**src/rtl/dm9000a_tx_drain.sv**
```systemverilog
// Transmit bus engine for the DM9000A: programs TXPL, streams Tx FIFO words into
// the chip SRAM, issues TXREQ and polls TCR until the frame has left.
//
// state       | meaning
// ------------+----------------------------------------------------------
// IDLE        | waiting for a start with non-zero length
// WAIT_GNT    | bus requested, waiting for the arbiter grant
// TXPLL_IX/_D | index 0xFC, then low length byte
// TXPLH_IX/_D | index 0xFD, then high length bits
// MWCMD_IX    | index 0xF8, opens the SRAM write window
// FETCH       | pulse rdreq when the FIFO has data, wait one clock for q
// DWR         | one data write per FIFO word
// TCR_IX/_D   | index 0x02, then TXREQ
// POLL_IX     | index 0x02 ahead of the status reads
// POLL_RD     | read TCR until TXREQ clears or the poll budget runs out
// DONE        | one-clock done pulse, busy/req drop on the next clock
module dm9000a_tx_drain #(
    parameter int P_IOW_LOW  = 2,
    parameter int P_POLL_MAX = 1023
) (
    input  logic        iDm9000aClk,
    input  logic        iRst_n,
    input  logic        in_from_Task_start,
    input  logic [10:0] in_from_Task_len,
    input  logic        in_from_Arbiter_grant,
    output logic        out_to_Arbiter_req,
    input  logic        in_from_Fifo_rdempty,
    input  logic [15:0] in_from_Fifo_q,
    output logic        out_to_Fifo_rdreq,
    output logic        out_to_Dm9000a_cs_n,
    output logic        out_to_Dm9000a_cmd,
    output logic        out_to_Dm9000a_iow_n,
    output logic        out_to_Dm9000a_ior_n,
    output logic [15:0] out_to_Dm9000a_sd,
    output logic        out_to_Dm9000a_sd_oe,
    input  logic [15:0] in_from_Dm9000a_sd,
    output logic        out_busy,
    output logic        out_done,
    output logic        out_error
);

    typedef enum logic [3:0] {
        ST_IDLE, ST_WAIT_GNT, ST_TXPLL_IX, ST_TXPLL_D, ST_TXPLH_IX, ST_TXPLH_D,
        ST_MWCMD_IX, ST_FETCH, ST_DWR, ST_TCR_IX, ST_TCR_D, ST_POLL_IX,
        ST_POLL_RD, ST_DONE
    } state_t;

    localparam logic [3:0]    TMR_LOAD  = 4'(P_IOW_LOW + 1);
    localparam int            PW        = $clog2(P_POLL_MAX + 1);
    localparam logic [PW-1:0] POLL_LOAD = PW'(P_POLL_MAX);

    state_t        state;
    logic [10:0]   len_q;
    logic [10:0]   word_cnt;
    logic [3:0]    tmr;
    logic [PW-1:0] poll_cnt;
    logic          poll_bit;
    logic          data_pend;

    logic [11:0]   words_calc;
    logic          bus_st;
    logic          launch;
    state_t        go_st;
    logic          go_cmd;
    logic [15:0]   go_sd;
    logic          go_err;
    logic          unused_bits;

    assign words_calc  = ({1'b0, in_from_Task_len} + 12'd1) >> 1;
    assign unused_bits = &{1'b0, in_from_Dm9000a_sd[15:1], words_calc[11]};

    assign bus_st = state inside {ST_TXPLL_IX, ST_TXPLL_D, ST_TXPLH_IX, ST_TXPLH_D,
                                  ST_MWCMD_IX, ST_DWR, ST_TCR_IX, ST_TCR_D,
                                  ST_POLL_IX, ST_POLL_RD};

    // A new step starts when a bus cycle finishes, the grant arrives, or fetched data is ready.
    assign launch = (state == ST_WAIT_GNT && in_from_Arbiter_grant) ||
                    (state == ST_FETCH && data_pend) ||
                    (bus_st && tmr == 4'd0);

    always_comb begin
        go_st  = state;
        go_cmd = 1'b0;
        go_sd  = 16'h0000;
        go_err = 1'b0;
        case (state)
            ST_WAIT_GNT: begin go_st = ST_TXPLL_IX; go_sd = 16'h00FC; end
            ST_TXPLL_IX: begin go_st = ST_TXPLL_D; go_cmd = 1'b1; go_sd = {8'h00, len_q[7:0]}; end
            ST_TXPLL_D:  begin go_st = ST_TXPLH_IX; go_sd = 16'h00FD; end
            ST_TXPLH_IX: begin go_st = ST_TXPLH_D; go_cmd = 1'b1; go_sd = {13'h0000, len_q[10:8]}; end
            ST_TXPLH_D:  begin go_st = ST_MWCMD_IX; go_sd = 16'h00F8; end
            ST_MWCMD_IX: go_st = ST_FETCH;
            ST_FETCH:    begin go_st = ST_DWR; go_cmd = 1'b1; go_sd = in_from_Fifo_q; end
            ST_DWR: begin
                if (word_cnt == 11'd1) begin
                    go_st = ST_TCR_IX;
                    go_sd = 16'h0002;
                end else begin
                    go_st = ST_FETCH;
                end
            end
            ST_TCR_IX:   begin go_st = ST_TCR_D; go_cmd = 1'b1; go_sd = 16'h0001; end
            ST_TCR_D:    begin go_st = ST_POLL_IX; go_sd = 16'h0002; end
            ST_POLL_IX:  begin go_st = ST_POLL_RD; go_cmd = 1'b1; end
            ST_POLL_RD: begin
                go_cmd = 1'b1;
                if (!poll_bit) begin
                    go_st = ST_DONE;
                end else if (poll_cnt == PW'(1)) begin
                    go_st  = ST_DONE;
                    go_err = 1'b1;
                end else begin
                    go_st = ST_POLL_RD;
                end
            end
            default: ;
        endcase
    end

    always_ff @(posedge iDm9000aClk or negedge iRst_n) begin
        if (!iRst_n) begin
            state                <= ST_IDLE;
            len_q                <= '0;
            word_cnt             <= '0;
            tmr                  <= '0;
            poll_cnt             <= '0;
            poll_bit             <= 1'b0;
            data_pend            <= 1'b0;
            out_to_Arbiter_req   <= 1'b0;
            out_to_Fifo_rdreq    <= 1'b0;
            out_to_Dm9000a_cs_n  <= 1'b1;
            out_to_Dm9000a_cmd   <= 1'b0;
            out_to_Dm9000a_iow_n <= 1'b1;
            out_to_Dm9000a_ior_n <= 1'b1;
            out_to_Dm9000a_sd    <= '0;
            out_to_Dm9000a_sd_oe <= 1'b0;
            out_busy             <= 1'b0;
            out_done             <= 1'b0;
            out_error            <= 1'b0;
        end else begin
            out_done <= 1'b0;
            if (launch) begin
                state     <= go_st;
                data_pend <= 1'b0;
                if (state == ST_DWR)
                    word_cnt <= word_cnt - 11'd1;
                if (go_st == ST_FETCH) begin
                    out_to_Fifo_rdreq    <= !in_from_Fifo_rdempty;
                    out_to_Dm9000a_cmd   <= 1'b0;
                    out_to_Dm9000a_sd_oe <= 1'b0;
                end else if (go_st == ST_DONE) begin
                    out_done             <= 1'b1;
                    out_error            <= go_err;
                    out_to_Dm9000a_cmd   <= 1'b0;
                    out_to_Dm9000a_sd_oe <= 1'b0;
                end else begin
                    out_to_Dm9000a_cs_n  <= 1'b0;
                    out_to_Dm9000a_cmd   <= go_cmd;
                    out_to_Dm9000a_sd_oe <= (go_st != ST_POLL_RD);
                    tmr                  <= TMR_LOAD;
                    if (go_st != ST_POLL_RD)
                        out_to_Dm9000a_sd <= go_sd;
                    if (state == ST_POLL_IX)
                        poll_cnt <= POLL_LOAD;
                    else if (state == ST_POLL_RD)
                        poll_cnt <= poll_cnt - PW'(1);
                end
            end else begin
                case (state)
                    ST_IDLE: begin
                        if (in_from_Task_start && in_from_Task_len != 11'd0) begin
                            len_q              <= in_from_Task_len;
                            word_cnt           <= words_calc[10:0];
                            out_error          <= 1'b0;
                            out_busy           <= 1'b1;
                            out_to_Arbiter_req <= 1'b1;
                            state              <= ST_WAIT_GNT;
                        end
                    end
                    ST_FETCH: begin
                        if (out_to_Fifo_rdreq) begin
                            out_to_Fifo_rdreq <= 1'b0;
                            data_pend         <= 1'b1;
                        end else if (!in_from_Fifo_rdempty) begin
                            out_to_Fifo_rdreq <= 1'b1;
                        end
                    end
                    ST_DONE: begin
                        out_busy           <= 1'b0;
                        out_to_Arbiter_req <= 1'b0;
                        state              <= ST_IDLE;
                    end
                    default: begin
                        if (bus_st) begin
                            if (tmr == TMR_LOAD) begin
                                if (state == ST_POLL_RD)
                                    out_to_Dm9000a_ior_n <= 1'b0;
                                else
                                    out_to_Dm9000a_iow_n <= 1'b0;
                            end else if (tmr == 4'd1) begin
                                out_to_Dm9000a_iow_n <= 1'b1;
                                out_to_Dm9000a_ior_n <= 1'b1;
                                out_to_Dm9000a_cs_n  <= 1'b1;
                                if (state == ST_POLL_RD)
                                    poll_bit <= in_from_Dm9000a_sd[0];
                            end
                            tmr <= tmr - 4'd1;
                        end
                    end
                endcase
            end
        end
    end

endmodule

```
**config.mk**
```make
export PLATFORM = sky130hd
export DESIGN_NAME = dm9000a_tx_drain
export DESIGN_NICKNAME = d
export VERILOG_FILES = /design/src/rtl/dm9000a_tx_drain.sv
export SDC_FILE = /design/constraint.sdc
export NUM_CORES = 1
export LEC_CHECK = 0
export ABC_AREA = 0
export BUFFER_PORTS_ARGS = -buffer_cell sky130_fd_sc_hd__clkbuf_2
export CAP_MARGIN = 40
export CORE_ASPECT_RATIO = 0.8
export CORE_MARGIN = 1.5
export CORE_UTILIZATION = 25
export CTS_BUF_LIST = sky130_fd_sc_hd__clkbuf_4
export DETAILED_ROUTE_END_ITERATION = 12
export GPL_TIMING_DRIVEN = 0
export SLEW_MARGIN = 10
export SYNTH_ARGS = -nofsm -noshare
export SYNTH_HDL_FRONTEND = slang
export SYNTH_SLANG_ARGS = --single-unit
```
**constraint.sdc**
```tcl
create_clock -name iDm9000aClk -period 2.5 [get_ports iDm9000aClk]
set_input_delay 0.125 -clock iDm9000aClk [delete_from_list [all_inputs] [get_ports iDm9000aClk]]
set_output_delay 0.125 -clock iDm9000aClk [all_outputs]
set_load 0.01 [all_outputs]
```
==> metrics.csv, run 1 <==
metric,value,unit
place_area,4590,sq um
viasPerCell,5.09,
powerDensity,1140,nW/um^2
dr.pass1.iters,5,
grt_pass1_vias,3936,
required,2.86,ns
grt_use_total,14.7,%
fin_area,5080,sq um
ys.flop_type,dfrtp_1,
cts-buffers-inserted,9,
synth_top_area_cell,dfrtp_1,
p_int,3.09,mW
wl_per_cell,15.2,um
path_clk_slew,0.12,ns
finalClockSkew,0.0140,ns
synth_edf_count,0,
dp_cells,721,
ys_seq_area_share,42.0,%
cts.sinks,67,
async_flop_share,100,%
drive_gt1_share,23.0,%
hpwl,8550,um
period_share,94.7,%
power.share.sequential,31.4,%
ys_types,69,
cts_max_level,3,
critical-path-top-delay-family,simple AND/OR/NAND/NOR gates,
io_buffer_count,58,
slew_headroom,61.9,%
rows,41,
endpoint_kind,flip-flop,
postSynthCellCount,447,
critPathLaunchType,flip-flop,
switching_share,46.5,%
antenna_found_initial,0,
worstPathArrival,2.73,ns
critical_path.max_stage_delay,0.63,ns
final_cell_count_no_fill,762,
cp_slowest_cell,or4b_2,
num_vias,3877,
synth-seq-cells,67,
clk_path_buf_depth,2,
gp_congestion,0.859,
power_frac_clock,14.9,%
netlist_area,4010,sq um
start_util,25.5,%
drt_wl_total,11600,um
syn_avg_cell_area,8.96,sq um
hold_ws,0.0488,ns
status,"complete, no violations",
overflow,0,
fmax,422,MHz
coreArea,15700,sq um
synth.most_common_cell,dfrtp_1,
rsz0062_at_grt,false,
max-vdd-ir-drop,0.000395,V
setup.worst_path.class,reg2reg,
min_period,2.37,ns
grt_pass1_wl,19200,um
io_pins,74,
synth_nets,505,
die_w,145,um
comb_power_share,53.7,%
synthTopCellsByCount,"dfrtp_1, nand2_1, a21oi_1, o21ai_0, nor2_1",
synth_top_area_share,40.0,%
worst_pin_slew,0.572,ns
fin_nets,600,
area_growth,26.9,%
clk_latency,0.44,ns
drc,0,
initialDrtViolationCount,315,
maxSlewViolCount,0,
drv_cap,0,
cts_tree,built,
p_leak,2.16,nW
drtAntennaViolNets,0,
setup-violations-final,0,
path_cells,inv_2 > ha_1 > or4b_2 > nor3_4 > o211a_4 > a31oi_4 > and2_4 > buf_6 > a31oi_1,
fp.dieArea,16800,sq um
diodes,0,
path_buf_inv,2,
synth_warnings,0,
cp_max_fo,6,
synthTopCellsByArea,"dfrtp_1, a21oi_1, nand2_1",
p_sw,2.69,mW
grt_max_degree,49,
root_buffer,clkbuf_4,
die_h,116,um
hold_path_class,in2reg,
hold_violations,0,
-- worst reg2reg max path, cell delays in order (launching register included) --
cell	delay [ns]
dfrtp_1	0.43
inv_2	0.09
ha_1	0.13
or4b_2	0.63
nor3_4	0.17
o211a_4	0.23
a31oi_4	0.11
and2_4	0.19
buf_6	0.12
a31oi_1	0.20
-- cell type report --
type                            instances  area (sq um)
Buffer                                 27           151
Inverter                               12          45.0
Tap cell                              215           269
Clock buffer                            9          67.6
Sequential cell                        67          1680
Fill cell                            1674         10600
Multi-Input combinational cell        341          2210
Timing Repair Buffer                   84           561
Clock inverter                          7           100
-- path summary, 6_finish.rpt --
| check | slack, ns | to | startpoint | depth (start not counted) |
|---|---|---|---|---|
| setup reg to reg | 0.13 | poll_cnt[5]$_DFFE_PN0P_ | poll_cnt[1]$_DFFE_PN0P_ | 9 |
| hold / removal | 0.05 | out_error$_DFFE_PN0P_ | in_from_Task_start | 4 |
| setup / recovery | 0.13 | poll_cnt[5]$_DFFE_PN0P_ | poll_cnt[1]$_DFFE_PN0P_ | 9 |
| hold reg to reg | 0.50 | out_to_Dm9000a_sd[11]$_DFFE_PN0P_ | out_to_Dm9000a_sd[11]$_DFFE_PN0P_ | 2 |
| min in group asynchronous | 0.15 | out_to_Dm9000a_sd[13]$_DFFE_PN0P_ | iRst_n | 2 |
| max in group asynchronous | 1.80 | word_cnt[10]$_DFFE_PN0P_ | iRst_n | 3 |
-- placed cells by master, fill, tap and decap left out, drive strengths merged, types with 3 or more instances in the layout --
master	n
clkbuf	82
dfrtp	64
nand2	53
a21oi	43
o21ai	43
nor2	27
dlygate4sd3	21
buf	17
nor3	16
nand3	15
inv	14
mux2	12
ha	10
nand2b	10
a31oi	10
o211ai	7
o31ai	7
or3	5
nor2b	5
xnor2	5
xor2	5
and2	5
nand4	4
a41oi	4
nor4	4
o21a	3
and4	3
a22oi	3
a22o	3
clkinvlp	3
dfstp	3
a211oi	3
or2	3
-- cells by family after synthesis --
kind of cell	Yosys count	synth area share, %
adders and majority gates	10	3.12
muxes	12	3.37
xor gates and xnor gates	10	2.19
AOI/OAI and AO/OA	147	24.2
and+or+nand+nor	162	20.5
buffers and inverters	39	4.65
DFF	67	42.0
-- flip-flops by register name (all words and copies together), names as in the netlist, 4 cells and up --
name               count
word_cnt              11
tmr                    4
poll_cnt              10
len_q                 11
state                  4
out_to_Dm9000a_sd     16
-- layer usage --
layer / global-route usage [%] / routed length [um] / vias to the layer above
met2: 22.9 / 5140 / 151
li1: - / - / 1826
met4: 5.25 / 230 / 0
met5: 0 / 0 / -
met1: 19.7 / 5480 / 1878
met3: 3.65 / 726 / 22
-- power by group through the flow --
stage	sequential (mW)	combinational [mW]	clock (mW)
finish	1.81	3.10	0.860
global route	1.87	3.44	0.939
CTS	1.80	2.99	0.886
detailed placement	1.82	2.91	0
global placement	1.80	2.83	0
floorplan	1.79	2.04	0
-- metrics by stage --
stage / utilization, % / power (mW) / setup WS, ns / TNS (ns)
3_3_place_gp: 29.1 / 4.62 / -0.112 / -1.35
6_report: 32.4 / 5.78 / 0.133 / 0
3_5_place_dp: 29.3 / 4.73 / -0.248 / -3.67
2_1_floorplan: - / 3.83 / 0.354 / 0
5_1_grt: 32.4 / 6.25 / 0.000929 / 0
4_1_cts: 31.8 / 5.67 / 0.00554 / 0
-- what timing repair did --
action / in CTS / in global routing
setup buffers: 2 / 2
pin swaps: 0 / 4
endpoints found under the setup margin: 24 / 49
hold buffers: 21 / 0
endpoints found under the hold margin: 87 / 0
resized for setup: 2 / 19
(Power assumes the default switching activity.)
==> run 2: changes to the inputs <==
- CORE_ASPECT_RATIO: 0.8 -> 1.5
==> run 2 against run 1 <==
Effect of this change: critical path depth is 2 lower; clock power down 15%; flip-flop and latch count unchanged; clock skew grew 0.0051 ns; maximum frequency is 0.20% lower; hold slack worse by 0.018 ns; sequential share of layout area increased by 0.66 points; routed wire length rose by 1.6%; largest cell class unchanged.
==> metrics.csv, run 2 (synthesized netlist as in run 1, its figures left out) <==
metric,value,unit,change
status,"complete, no violations",,
hp-start,in_from_Task_len[2],,
die_h,158,um,+36%
critPathLaunchType,flip-flop,,
antenna_found_initial,1,,+1
maxSlewViolCount,0,,unchanged
powerDensity,1130,nW/um^2,-1.0%
grt_use_total,14.6,%,-0.085 points
root_buffer,clkbuf_4,,
min_period,2.37,ns,+0.00477 ns
required,2.83,ns,-0.03 ns
setup-violations-final,0,,unchanged
max-vdd-ir-drop,0.000314,V,-20%
top_usage_layer,met2,,
endpoint_kind,flip-flop,,
cts.sinks,67,,unchanged
fmax,422,MHz,-0.20%
period_share,94.9,%,+0.19 points
drc,0,,unchanged
p_leak,2.14,nW,-0.95%
gp_congestion,0.875,,+1.9%
largest_reg_flops,16,,unchanged
die_w,106,um,-26%
wl_per_cell,15.8,um,+3.8%
coreArea,15600,sq um,-0.46%
place_area,4580,sq um,-0.33%
clk_path_buf_depth,2,,unchanged
drtAntennaViolNets,0,,unchanged
hold_path_class,in2reg,,
cts_tree,built,,
rows,56,,+37%
critical-path-top-delay-family,compound AO/OA/AOI/OAI gates,,
num_vias,3865,,-0.31%
finalClockSkew,0.0191,ns,+0.00508 ns
hpwl,8880,um,+3.9%
final_common_cell,dfrtp_1,,
grt_pass1_wl,19000,um,-0.94%
setup.worst_path.class,reg2reg,,
cp_max_fo,10,,+4
final_util,31.9,%,-0.48 points
cts_max_level,3,,unchanged
clk_latency,0.44,ns,about the same
critPathLaunch,state[3]$_DFFE_PN0P_,,
dr.pass1.iters,8,,+3
viasPerCell,5.18,,+1.8%
final_cell_mix,"dfrtp_1, clkbuf_2, nand2_1",,
path_buf_inv,3,,+1
worstReg2RegStart,state[3]$_DFFE_PN0P_,,
initialDrtViolationCount,264,,-16%
cts-buffers-inserted,9,,unchanged
drive_gt1_share,22.3,%,-0.71 points
area_growth,24.4,%,
fin_setup_tns,0,ns,unchanged
io_pins,74,,unchanged
slew_headroom,58.1,%,-3.8 points
drv_cap,0,,unchanged
reg.largest.list,"out_to_Dm9000a_sd (16), len_q (11), word_cnt (11)",,
path_clk_slew,0.12,ns,about the same
drt_wl_total,11800,um,+1.6%
grt_pass1_vias,3784,,-3.9%
top_register,out_to_Dm9000a_sd,,
cp_slowest_cell,dfrtp_1,,
io_buffer_count,58,,unchanged
fp.dieArea,16800,sq um,about the same
worstPathArrival,2.70,ns,-0.03 ns
fin_nets,595,,-0.83%
fin_area,4980,sq um,-1.9%
critical_path.max_stage_delay,0.45,ns,-0.18 ns
start_util,25.6,%,+0.12 points
use_met3,2.72,%,-0.93 points
grt.met2_usage,26.8,%,+3.8 points
worst_pin_slew,0.613,ns,+0.0412 ns
overflow,0,,unchanged
hold_violations,0,,unchanged
grt_max_degree,44,,-10%
rrSetupSlack,0.13,ns,about the same
path_cells,buf_2 > inv_1 > o211ai_1 > o21a_1 > a21oi_2 > buf_4 > mux2_1,,
met1_usage,15.5,%,-4.2 points
run 2: changes by cell type in the layout (fill, tap and decap cells not counted), sizes merged:
cell / before / now
inv: 14 / 12
bufinv: 2 / 1
clkbuf: 82 / 81
dlygate4sd3: 21 / 18
diode: 0 / 1
clkinv: 0 / 4
clkinvlp: 3 / 1
run 2: report_power, final:
| part | switching (mW) | internal, mW |
|---|---|---|
| clock | 0.420 | 0.309 |
| sequential | 0.327 | 1.48 |
| combinational | 1.90 | 1.17 |
| total | 2.65 | 2.96 |
run 2: per-layer routing:
layer  part of all wire [%]  up-vias
met4                    3.5        0
met2                     54      119
met1                     38     1892
li1                       -     1818
met5                      0        -
met3                    3.7       36
run 2: layout make-up:
cell class / instances / area [sq um]
Multi-Input combinational cell: 341 / 2210
Timing Repair Buffer: 79 / 515
Clock inverter: 6 / 57.6
Fill cell: 1652 / 10600
Tap cell: 203 / 254
Sequential cell: 67 / 1680
Buffer: 27 / 148
Inverter: 12 / 45.0
Clock buffer: 10 / 75.1
Antenna cell: 1 / 2.50
run 2: final timing paths:
| check | end | depth (start not counted) |
|---|---|---|
| hold / removal | len_q[2]$_DFFE_PN0P_ | 2 |
| hold reg to reg | out_to_Dm9000a_sd[13]$_DFFE_PN0P_ | 2 |
| max in group asynchronous | out_to_Dm9000a_iow_n$_DFFE_PN1P_ | 3 |
| setup / recovery | len_q[8]$_DFFE_PN0P_ | 7 |
| min in group asynchronous | out_to_Dm9000a_sd[4]$_DFFE_PN0P_ | 2 |
| setup reg to reg | len_q[8]$_DFFE_PN0P_ | 7 |
run 2: repair_timing:
| action | in CTS | in global routing |
|---|---|---|
| gates resized for setup | 1 | 17 |
| endpoints found under the hold margin | 81 | 0 |
| endpoints found under the setup margin | 21 | 46 |
| hold buffers | 18 | 0 |
| buffers inserted | 2 | 0 |
| pin swaps | 1 | 1 |
run 2: stage by stage:
step / hold slack (ns) / setup WS, ns / cells / power, mW
finish: 0.0308 / 0.128 / 746 / 5.61
global route: 0.0347 / -0.00689 / 746 / 6.03
CTS: 0.0107 / 0.0275 / 745 / 5.53
detailed placement: 0.101 / -0.169 / 709 / 4.74
global placement: 0.301 / -0.120 / 708 / 4.65
floorplan: -0.171 / 0.354 / 447 / 3.83
